**config.mk**
```make
export PLATFORM = sky130hd
export DESIGN_NAME = count_wrap_monitor
export DESIGN_NICKNAME = d
export VERILOG_FILES = /design/src/rtl/count_wrap_monitor.sv
export SDC_FILE = /design/constraint.sdc
export NUM_CORES = 1
export LEC_CHECK = 0
export ABC_AREA = 1
export BUFFER_PORTS_ARGS = -buffer_cell sky130_fd_sc_hd__buf_2
export CAP_MARGIN = 10
export CORE_AREA = 3 3 51 53
export CTS_CLUSTER_DIAMETER = 200
export DETAILED_ROUTE_END_ITERATION = 10
export DIE_AREA = 0 0 54 56
export HOLD_SLACK_MARGIN = 0.1
export PLACE_DENSITY = 0.78
export SYNTH_ARGS = -nofsm -noshare
export SYNTH_HDL_FRONTEND = slang
export SYNTH_SLANG_ARGS = --single-unit
```
**constraint.sdc**
```tcl
create_clock -name clk -period 2.95 [get_ports clk]
set_input_delay 0.295 -clock clk [delete_from_list [all_inputs] [get_ports clk]]
set_output_delay 0.295 -clock clk [all_outputs]
set_load 0.1 [all_outputs]
```
**src/rtl/count_wrap_monitor.sv**
```systemverilog
// Watches a free-running 4-bit down counter, counts 0->15 wraps and raises an acknowledged alarm.
// Build with COUNT_WRAP_MON_SEQCHK_EN defined to add the decrement-by-one sequence checker (FAULT/seq_err).
module count_wrap_monitor #(
    parameter int WRAP_W      = 8,
    parameter int ALARM_WRAPS = 4
) (
    input  logic              clk,
    input  logic              rst,
    input  logic [3:0]        count_i,
    input  logic              mon_en_i,
    input  logic              alarm_ack_i,
    input  logic              err_clr_i,
    output logic              wrap_pulse_o,
    output logic [WRAP_W-1:0] wrap_cnt_o,
    output logic              alarm_o,
    output logic              seq_err_o,
    output logic [1:0]        state_o
);

    typedef enum logic [1:0] {
        IDLE  = 2'b00,
        TRACK = 2'b01,
        ALARM = 2'b10,
        FAULT = 2'b11
    } state_t;

    localparam logic [WRAP_W-1:0] CNT_MAX  = '1;
    localparam logic [WRAP_W-1:0] ALARM_TH = WRAP_W'(ALARM_WRAPS);

    state_t            state_q, state_d;
    logic [3:0]        prev_q, prev_d;
    logic              prev_vld_q, prev_vld_d;
    logic [WRAP_W-1:0] wrap_cnt_q, wrap_cnt_d;
    logic              wrap_pulse_q, wrap_pulse_d;
    logic              is_wrap;
    logic              seq_bad;
    logic [WRAP_W-1:0] cnt_inc;

    assign is_wrap = prev_vld_q && (prev_q == 4'd0) && (count_i == 4'd15);
    assign cnt_inc = (wrap_cnt_q == CNT_MAX) ? wrap_cnt_q : wrap_cnt_q + WRAP_W'(1);

`ifdef COUNT_WRAP_MON_SEQCHK_EN
    assign seq_bad = prev_vld_q && (count_i != prev_q - 4'd1);
`else
    logic unused_err_clr;
    assign unused_err_clr = err_clr_i;
    assign seq_bad        = 1'b0;
`endif

    always_comb begin
        state_d      = state_q;
        prev_d       = prev_q;
        prev_vld_d   = prev_vld_q;
        wrap_cnt_d   = wrap_cnt_q;
        wrap_pulse_d = 1'b0;
        if (state_q == FAULT) begin
`ifdef COUNT_WRAP_MON_SEQCHK_EN
            if (err_clr_i) begin
                state_d    = IDLE;
                prev_vld_d = 1'b0;
                wrap_cnt_d = '0;
            end
`endif
        end else if (!mon_en_i) begin
            // A gap invalidates the history so the next sample only resynchronises.
            prev_vld_d = 1'b0;
        end else begin
            prev_d       = count_i;
            prev_vld_d   = 1'b1;
            wrap_pulse_d = is_wrap;
            if (is_wrap) begin
                wrap_cnt_d = cnt_inc;
            end
            case (state_q)
                IDLE: state_d = TRACK;
                TRACK: begin
                    if (seq_bad) begin
                        state_d = FAULT;
                    end else if (is_wrap && (cnt_inc >= ALARM_TH)) begin
                        state_d = ALARM;
                    end
                end
                ALARM: begin
                    // Error beats ack; an ack coinciding with a wrap keeps that wrap counted.
                    if (seq_bad) begin
                        state_d = FAULT;
                    end else if (alarm_ack_i) begin
                        state_d    = TRACK;
                        wrap_cnt_d = is_wrap ? WRAP_W'(1) : '0;
                    end
                end
                default: ;
            endcase
        end
    end

    always_ff @(posedge clk or negedge rst) begin
        if (!rst) begin
            state_q      <= IDLE;
            prev_q       <= 4'd0;
            prev_vld_q   <= 1'b0;
            wrap_cnt_q   <= '0;
            wrap_pulse_q <= 1'b0;
        end else begin
            state_q      <= state_d;
            prev_q       <= prev_d;
            prev_vld_q   <= prev_vld_d;
            wrap_cnt_q   <= wrap_cnt_d;
            wrap_pulse_q <= wrap_pulse_d;
        end
    end

    assign wrap_pulse_o = wrap_pulse_q;
    assign wrap_cnt_o   = wrap_cnt_q;
    assign alarm_o      = (state_q == ALARM);
    assign state_o      = state_q;
`ifdef COUNT_WRAP_MON_SEQCHK_EN
    assign seq_err_o    = (state_q == FAULT);
`else
    assign seq_err_o    = 1'b0;
`endif

endmodule

```
# ---- After elaboration in Yosys (flattened, before gate mapping)
# Cells that the tools add are included.
dict set report totals {
  input_bits 9
  elab_cells 34
  register_bits 16
}
dict set report classes {
  n_mux 11
  n_reduce_logical 8
  order_cmp 1
  n_eq_ne 7
  addsub 1
  bitwise 1
}
# operator count
set ops {}
lappend ops {{8-bit two-way mux} 4}
lappend ops {{8-bit by 1-bit adder with 8-bit output, second input constant} 1}
lappend ops {{8-bit equality test, second input constant} 1}
lappend ops {{8-bit by 3-bit >= comparator with 1-bit output, second input constant} 1}
lappend ops {{2-bit case mux with 3 select lines} 1}
lappend ops {{5-bit AND reduction} 1}
lappend ops {{2-bit equality test, second input constant} 2}
lappend ops {{4-bit equality test, second input constant} 1}
lappend ops {{4-bit logical NOT} 1}
lappend ops {{1-bit two-way mux} 4}
lappend ops {{2-bit two-way mux} 2}
lappend ops {{2-bit inequality test, second input constant} 2}
lappend ops {{1-bit logical AND} 3}
lappend ops {{3-bit nonzero test} 1}
lappend ops {{2-bit by 1-bit equality test with 1-bit output, second input constant} 1}
lappend ops {{2-bit logical NOT} 1}
lappend ops {{2-bit AND reduction} 1}
lappend ops {{1-bit NOT} 1}

# ---- Longest topological paths before layout
# Gate-level depths: netlist (run 1).
dict set report depth {
  depth_word 6
  ltp_mapped 11
}

# ---- Worst setup path before layout (run 1)
# OpenSTA, ideal clock, no wires.
dict set report synth_path {
  kind {reg-to-reg}
  start {register state_q[1] (netlist: state_o[1])}
  end {register wrap_cnt_q[2] (netlist: wrap_cnt_o[2])}
  t_arrival_ns 2.572
  required_ns 2.820
  path_stages_with_launch 8
  slack_ns 0.247
  cell_sequence {dfrtp_1 inv_1 nor2_2 inv_1 nor2_1 nand2_1 nand3_1 o21ai_0}
}
dict set report synth_between {
  word_cells_on_any_way 5
  cone_classes {eq/ne: 2; mux: 1; bitwise: 1; reduce/logical: 1}
}
# item line
set synth_rtl {}
lappend synth_rtl {{from (decl)} 30} ;# state_t state_q, state_d;
lappend synth_rtl {{from (signal assigned)} 105} ;# state_q <= state_d;
lappend synth_rtl {{2-bit equality test} -}
lappend synth_rtl {{named net alarm_o} 15} ;# output logic alarm_o,
lappend synth_rtl {{8-bit two-way mux} 74} ;# case (state_q)
lappend synth_rtl {{to (signal assigned)} 108} ;# wrap_cnt_q <= wrap_cnt_d;
lappend synth_rtl {{to (decl)} 33} ;# logic [WRAP_W-1:0] wrap_cnt_q, wrap_cnt_d;
# The timed path passes the listed nets, and every way through them passes these cells.
# A chain may end at the register's enable or synchronous reset.

# ---- Final worst setup path (run 1)
dict set report layout_path {
  start {register state_q[1] (netlist: state_o[1])}
  end {output alarm_o}
}
dict set report layout_between {
  elab_chain_cells 1
}
# item line
set layout_lines {}
lappend layout_lines {{2-bit equality test} 115} ;# assign alarm_o = (state_q == ALARM);
lappend layout_lines {{to (decl)} 15}
# Every way passes these cells.

==> results.md, run 1 <==
STA:
- The number of hold violations in the final report is 0.
- The maximum achievable frequency is 594 MHz.
- Setup repair after global routing left no endpoint under its margin.
- The number of setup violations in the final report is 0.
- The max-slew violation count is 0.
- Dividing the final minimum period by the clock period gives 57.0%.
- For the final database, setup skew stands at 0.00322 ns.
- The post-route setup TNS is 0 ns.
- Hold timing on the final database bottoms out at a slack of 0.243 ns.
- For the finished layout, the period the worst path requires is 1.68 ns.

Run:
- Across the run, the number of max-cap violations was 0.

Route:
- After detailed routing, the average wire length per cell comes to 10.9 µm.
- The number of remaining DRC errors is 0.
- Once detail routing completed, the nets flagged for antenna violations numbered 0.
- The total via count after detailed routing is 894.
- For this run, the detailed router's first-pass iteration total came to 3.
- Dividing the detail-routed via count by the number of cells gives 4.86.
- For this block, the initial DRC count from the detailed router was 5.
- The routed design has 2.00 mm of wire.

Die:
- The die height is 56 µm.
- The floorplan has 17 rows.
- The initial utilization of the core area, before any placement, comes to 45.0%.
- The core region is 2190 µm².
- The floorplan step defined a die boundary enclosing 3020 µm².
- The floorplan step set the die width to 54 µm.
- The I/O pin count is 22.

Global route:
- The pin count of the biggest net entering global routing is 17.
- The overall track demand over capacity in global routing is 15.1%.
- The number of global-route vias before repair is 853.
- The wire length of the first global-routing pass is 3.53 mm.
- The number of antenna violations at the first check in global routing was 0.
- The total overflow left after global routing is 0.

Power and ir drop:
- Summed over all nets, the switching power comes to 375 µW.
- In this run, the combinational gates consume 45.1% of the power.
- Overall power consumption after layout is estimated at 744 µW.
- The share of total power consumed by net switching is 50.3%.
- The internal portion of total power is 370 µW.
- Power spread over the standard cell area amounts to 652 nW/µm².
- In this run, flip-flops and latches consume 40.4% of the power.
- The clock network fraction of design power is 14.5%.
- In this run the static leakage power is 0.618 nW.
- The maximum resistive drop on vdd is 0.000376 V.

Finish:
- The flip-flop and latch area is 400 µm².
- The number of standard cells in the final layout excluding fillers is 184.
- In the final layout, the share of cells above drive strength 1 is 27.6%.
- The total of fill cells in the finished design is 223.
- After the last flow step, the layout net total stands at 168.
- The core occupancy in the finished layout is 52.1%.
- The layout-stage area growth over the synthesis result is 15.7%.
- Summing all multi-input logic gate instances after layout gives 503 µm².
- The number of antenna diodes in the final layout is 0.

Placement:
- Detailed placement ended at an HPWL of 1.64 mm.
- The number of port buffers is 19.
- At the end of routability-driven placement, the weighted congestion stood at 0.804.
- In this run, placement finished with an instance count of 180.

Logic synthesis:
- For this run, asynchronously set or reset flops after synthesis account for 100%.
- The count of cell types in the netlist is 26.
- The most used flip-flop cell after synthesis is sky130_fd_sc_hd__dfrtp_1.
- The cell taking the most area after synthesis is sky130_fd_sc_hd__dfrtp_1.
- The post-synth net total is 144.
- The part of the Yosys area used for sequential elements is 40.6%.
- The number of warnings reported in the yosys synthesis log is 0.
- The library cell with the highest instance count after synthesis is sky130_fd_sc_hd__nand2_1.
- Counting flops with a built-in enable in the synthesized netlist gives 0.
- The top-area cell type share of the netlist area is 40.6%.
- The average cell area after synthesis is 7.36 µm².
- In this run, synthesis produced a sequential element count of 16.
- The cell count after synthesis came out at 134.
- By count the netlist is led by sky130_fd_sc_hd__nand2_1, sky130_fd_sc_hd__inv_1, sky130_fd_sc_hd__nor2_1.
- After synthesis, the cell types taking the most area are sky130_fd_sc_hd__dfrtp_1, sky130_fd_sc_hd__nand2_1, sky130_fd_sc_hd__inv_1, sky130_fd_sc_hd__nor2_1, sky130_fd_sc_hd__nand3_1.
- The post-synthesis instance area is 986 µm².

Clocking:
- Clock tree synthesis found a total of 16 sinks.
- The H-tree depth is 1.
- The clock transition time at the flip-flop clock pins of the worst setup and hold paths is 0.09 ns.
- The library cell used as clock root buffer is sky130_fd_sc_hd__clkbuf_4.
- Counting along the longest clock path gives a buffer depth of 2.
- The CTS buffer count is 3.
- The number of instances resized during post-cts repair is 0.
- For the worst-skew pair, the clock arrives at the later sink with an insertion delay of 0.27 ns.
- TritonCTS built the clock tree.

Setup path:
- The arrival time at the worst endpoint is 1.39 ns.
- STA classifies the critical path startpoint as a register.
- By startpoint and endpoint, the worst setup path is classified as reg2out.
- The endpoint required time on the critical path is 2.65 ns.
- In this run the worst path has a maximum fanout of 4.
- STA classifies the critical path endpoint as a primary output.

Status:
- The run finished with clean final reports.

Hold path:
- In this run the worst hold path is classified as in2reg.
worst max-delay path, cell delays in order (launching register included):
cell and delay (ns):
sky130_fd_sc_hd__dfrtp_1 0.41, sky130_fd_sc_hd__inv_1 0.10, sky130_fd_sc_hd__nor2_2 0.15, sky130_fd_sc_hd__buf_2 0.45
flip-flops by register name (all words and copies together), names as in the netlist:
register and cells:
wrap_cnt_o 8, prev_q 4, state_o 2, prev_vld_q 1, wrap_pulse_o 1
area by class of cell:
cell class | instances | share of cell area (%)
multi-input combinational | 97 | 44.1
tap | 28 | 3.07
clock buffer | 3 | 1.97
sequential | 16 | 35.1
inverter | 20 | 6.58
timing repair buffer | 20 | 9.21
per-layer routing:
layer | vias to the layer above | global-route usage [%] | wire, µm
met2 | 19 | 24.6 | 972
met5 | - | 0 | 0
met1 | 414 | 19.7 | 922
met4 | 0 | 5.34 | 14
li1 | 459 | - | -
met3 | 2 | 2.41 | 94
power groups by stage:
stage	Clock (mW)	Combinational (mW)	Sequential [mW]
after CTS	0.114	0.338	0.300
after global routing	0.129	0.360	0.306
final	0.108	0.336	0.301
after floorplan	0	0.112	0.464
after global placement	0	0.330	0.301
after detailed placement	0	0.337	0.304
repair_timing:
action | CTS | global route
setup buffers | 0 | 0
endpoints found under the hold margin | 16 | 0
hold buffers | 1 | 0
per-stage QoR:
| stage | setup slack, ns | cell area [µm²] |
|---|---|---|
| final | 1.27 | 1140 |
| after global routing | 1.19 | 1140 |
| after CTS | 1.27 | 1140 |
| after detailed placement | 1.39 | 1110 |
| after global placement | 1.42 | 1110 |
| after floorplan | 0.247 | 986 |
path summary, 6_finish.rpt:
kind / endpoint / cells after the start / slack [ns] / start
max: alarm_o / 3 / 1.27 / state_o[1]$_DFFE_PN0P_
min: prev_q[2]$_DFFE_PN0P_ / 3 / 0.24 / count_i[2]
max reg2reg: state_o[0]$_DFFE_PN0P_ / 10 / 1.38 / wrap_cnt_o[0]$_DFFE_PN0P_
min reg2reg: prev_q[2]$_DFFE_PN0P_ / 2 / 0.50 / prev_q[2]$_DFFE_PN0P_
max in group asynchronous: wrap_cnt_o[1]$_DFFE_PN0P_ / 2 / 2.24 / rst
min in group asynchronous: prev_vld_q$_DFFE_PN0N_ / 2 / 0.45 / rst
placed cells by master, fill, tap and decap left out, types with 2 or more instances in the layout:
cell type                  instances
sky130_fd_sc_hd__a21oi_2           2
sky130_fd_sc_hd__buf_2            19
sky130_fd_sc_hd__clkbuf_4          3
sky130_fd_sc_hd__dfrtp_1          16
sky130_fd_sc_hd__inv_1            18
sky130_fd_sc_hd__inv_2             2
sky130_fd_sc_hd__nand2_1          28
sky130_fd_sc_hd__nand2_2           5
sky130_fd_sc_hd__nand3_1           9
sky130_fd_sc_hd__nand3_2           3
sky130_fd_sc_hd__nor2_1           18
sky130_fd_sc_hd__nor2_2            6
sky130_fd_sc_hd__nor3_1            2
sky130_fd_sc_hd__o21ai_0           6
sky130_fd_sc_hd__o21ai_1           6
cells by family after synthesis:
logic type | share of synthesized area, %
flip-flops | 40.6
other | 0.380
AO/OA/AOI/OAI | 10.0
adder cells (fa/ha/maj) | 1.27
buffers and inverters | 8.38
AND/OR/NAND/NOR | 37.6
XOR/XNOR | 1.78
No activity file was read; power rests on OpenSTA's default activity.
==> inputs of run 2 (changes only) <==
==> constraint.sdc (replaced) <==
create_clock -name clk -period 1.7 [get_ports clk]
set_input_delay 0.17 -clock clk [delete_from_list [all_inputs] [get_ports clk]]
set_output_delay 0.17 -clock clk [all_outputs]
set_load 0.1 [all_outputs]
==> run 2 against run 1 <==
Effect of this change:
- design area rose by 6.6%
- power rose by 87%
- register-to-register slack got worse by 1.3 ns
- global-route usage rose by 0.34 points
==> results.md, run 2 (synthesis results as in run 1) <==
Status:
- The run finished with clean final reports.

Setup path:
- STA puts the critical path data required time at 1.93 ns.
- In this run the critical register-to-register path is launched from wrap_cnt_o[0]$_DFFE_PN0P_.
- The critical path starts at wrap_cnt_o[0]$_DFFE_PN0P_.
- The critical register-to-register path endpoint is state_o[0]$_DFFE_PN0P_.
- The worst setup path is launched from a register.
- The worst register-to-register path has a setup slack of 0.13 ns.
- The capturing element type of the critical path is a register.
- The number of cells traversed by the worst register-to-register path is 10.
- The arrival time at the worst endpoint is 1.80 ns.
- The highest net fanout along the worst path is 7.
- The critical path class is reg2reg.
- The worst setup path endpoint is state_o[0]$_DFFE_PN0P_.

Die:
- The area enclosed by the die boundary is 3020 µm².
- Row generation in the floorplan step produced 17 rows.
- In this run the vertical extent of the chip is 56 µm.
- In this run the standard cell core region covers 2190 µm².
- The die is 54 µm wide.
- In this run the count of I/O pins placed on the die edge is 22.
- For this configuration, the core starts out at a cell density of 45.0%.

Global route:
- The wire length of the first global-routing pass is 3.59 mm.
- The number of global-route vias before repair is 870.
- Entering global routing, the biggest net connects 17 pins.
- The overall track demand over capacity in global routing is 15.5%.
- The number of antenna violations at the first check in global routing was 0.
- The total overflow left after global routing is 0.

STA:
- Setup violations remaining at the end of the flow were counted as 0.
- The maximum achievable frequency is 636 MHz.
- For the final database, setup skew stands at 0.00154 ns.
- The final period utilization is 92.4%.
- Adding up every negative setup slack in the final design gives 0 ns.
- The max-slew violation count is 0.
- Setup repair after global routing left no endpoint under its margin.
- The number of hold violations in the final report is 0.
- The clock period minus worst slack is 1.57 ns.

Clocking:
- The library cell used as clock root buffer is sky130_fd_sc_hd__clkbuf_4.
- The CTS buffer count is 3.
- In this run the number of H-tree levels came out at 1.
- For the worst-skew pair, the clock arrives at the later sink with an insertion delay of 0.29 ns.
- The TritonCTS clock tree is done.
- The clock transition time at the flip-flop clock pins of the worst setup and hold paths is 0.10 ns.
- For this design, the sink count on the clock tree is 16.
- The number of buffers on the longest clock path is 2.

Route:
- Before antenna repair, the detailed router went through 4 iterations.
- The number of DRC markers in iteration 0 is 10.
- The routed design has 2.04 mm of wire.
- Dividing the detail-routed via count by the number of cells gives 4.82.
- In this run the remaining antenna-violating nets after routing total 0.
- The routed wirelength normalized by instance count is 11.0 µm.
- For this run, design rule violations remaining after detail routing come to 0.
- The total via count after detailed routing is 897.

Power and ir drop:
- For this design the static power due to leakage is 0.630 nW.
- The ratio of total power to cell area is 1140 nW/µm².
- Across the VDD grid, the largest voltage drop is 0.000768 V.

Finish:
- 0 antenna diodes ended up in the layout.
- Counting the fill cells in the layout gives 195.
- For this run, the post-layout net count is 169.
- Leaving out fill and tap cells, the most frequent cell in the layout is sky130_fd_sc_hd__nand2_1.
- In the final layout, the share of cells above drive strength 1 is 39.2%.
- The layout-stage area growth over the synthesis result is 23.4%.
- The register with the most flip-flops in the layout has 8 of them.
- In the layout the commonest cells are sky130_fd_sc_hd__nand2_1, sky130_fd_sc_hd__buf_2, sky130_fd_sc_hd__inv_1, sky130_fd_sc_hd__nor2_1, sky130_fd_sc_hd__nand3_1.
- The number of standard cells in the final layout excluding fillers is 186.

Hold path:
- The path type of the worst min-delay path is in2reg.

Placement:
- During placement, the flow inserted port buffers numbering 19.
- Detailed placement finished with a half-perimeter wire length of 1.61 mm.
- Once placement completed, the tool counted placed cells totaling 180.
- The congestion estimate from routability-driven global placement came to 0.800.

Run:
- The tool flagged a number of max-cap violations equal to 0.
==> run 2: changes by cell type in the layout (fill, tap and decap cells not counted), sizes merged <==
| cell | change |
|---|---|
| clkbuf | +1 |
| dlygate4sd3 | +1 |
==> run 2: critical path, cell delays in order (launching register included) <==
cell                      delay, ns
sky130_fd_sc_hd__dfrtp_4       0.51
sky130_fd_sc_hd__ha_2          0.22
sky130_fd_sc_hd__nand2_4       0.09
sky130_fd_sc_hd__nor2_4        0.05
sky130_fd_sc_hd__nand2_4       0.11
sky130_fd_sc_hd__nand3_1       0.13
sky130_fd_sc_hd__nor2_2        0.15
sky130_fd_sc_hd__nand3_2       0.09
sky130_fd_sc_hd__nand2_2       0.08
sky130_fd_sc_hd__nand2_1       0.05
sky130_fd_sc_hd__nand2_1       0.05
==> run 2: repair_timing <==
item | 4_1_cts | 5_1_grt
hold buffers | 2 | 0
endpoints found under the hold margin | 17 | 0
setup endpoints to repair | 0 | 2
setup buffers | 0 | 0
gates resized for setup | 0 | 3
==> run 2: cell type report <==
type	instances	area, µm²	area share [%]
multi-input combinational	97	532	43.7
timing repair buffer	21	115	9.46
inverter	20	77.6	6.38
clock buffer	4	36.3	2.98
tap	28	35.0	2.88
sequential	16	420	34.6
==> run 2: per-layer routing <==
metal | vias up | track usage (%) | share of wire, %
met4 | 0 | 3.20 | 1.1
met5 | - | 0 | 0
li1 | 467 | - | -
met2 | 21 | 24.7 | 47
met1 | 406 | 21.6 | 47
met3 | 3 | 2.41 | 4.2
==> run 2: power by group <==
part	leakage (nW)	switching [mW]	internal (mW)
clock network	0.0210	0.124	0.130
logic	0.417	0.472	0.122
registers	0.192	0.0812	0.460
total	0.630	0.677	0.713
==> run 2: how the worst min path moves through the flow <==
| stage | start | end | cells past startpoint |
|---|---|---|---|
| 4_1_cts | count_i[0] | prev_q[0]$_DFFE_PN0P_ | 3 |
| 6_report | count_i[0] | prev_q[0]$_DFFE_PN0P_ | 3 |
| 2_1_floorplan | rst | prev_q[0]$_DFFE_PN0P_ | 0 |
| 3_3_place_gp | rst | prev_q[3]$_DFFE_PN0P_ | 1 |
| 3_5_place_dp | rst | prev_q[3]$_DFFE_PN0P_ | 1 |
| 5_1_grt | count_i[0] | prev_q[0]$_DFFE_PN0P_ | 3 |
==> run 2: stage by stage <==
stage	utilization [%]	instance area (µm²)	worst slack, ns	hold slack [ns]	total power [mW]
global route	55.5	1220	0.0363	0.135	1.47
global placement	52.5	1150	0.120	0.0965	1.12
detailed placement	52.5	1150	0.0764	0.105	1.14
CTS	55.1	1210	0.0657	0.126	1.39
finish	55.5	1220	0.129	0.128	1.39
floorplan	-	1030	-0.0941	-0.126	1.03
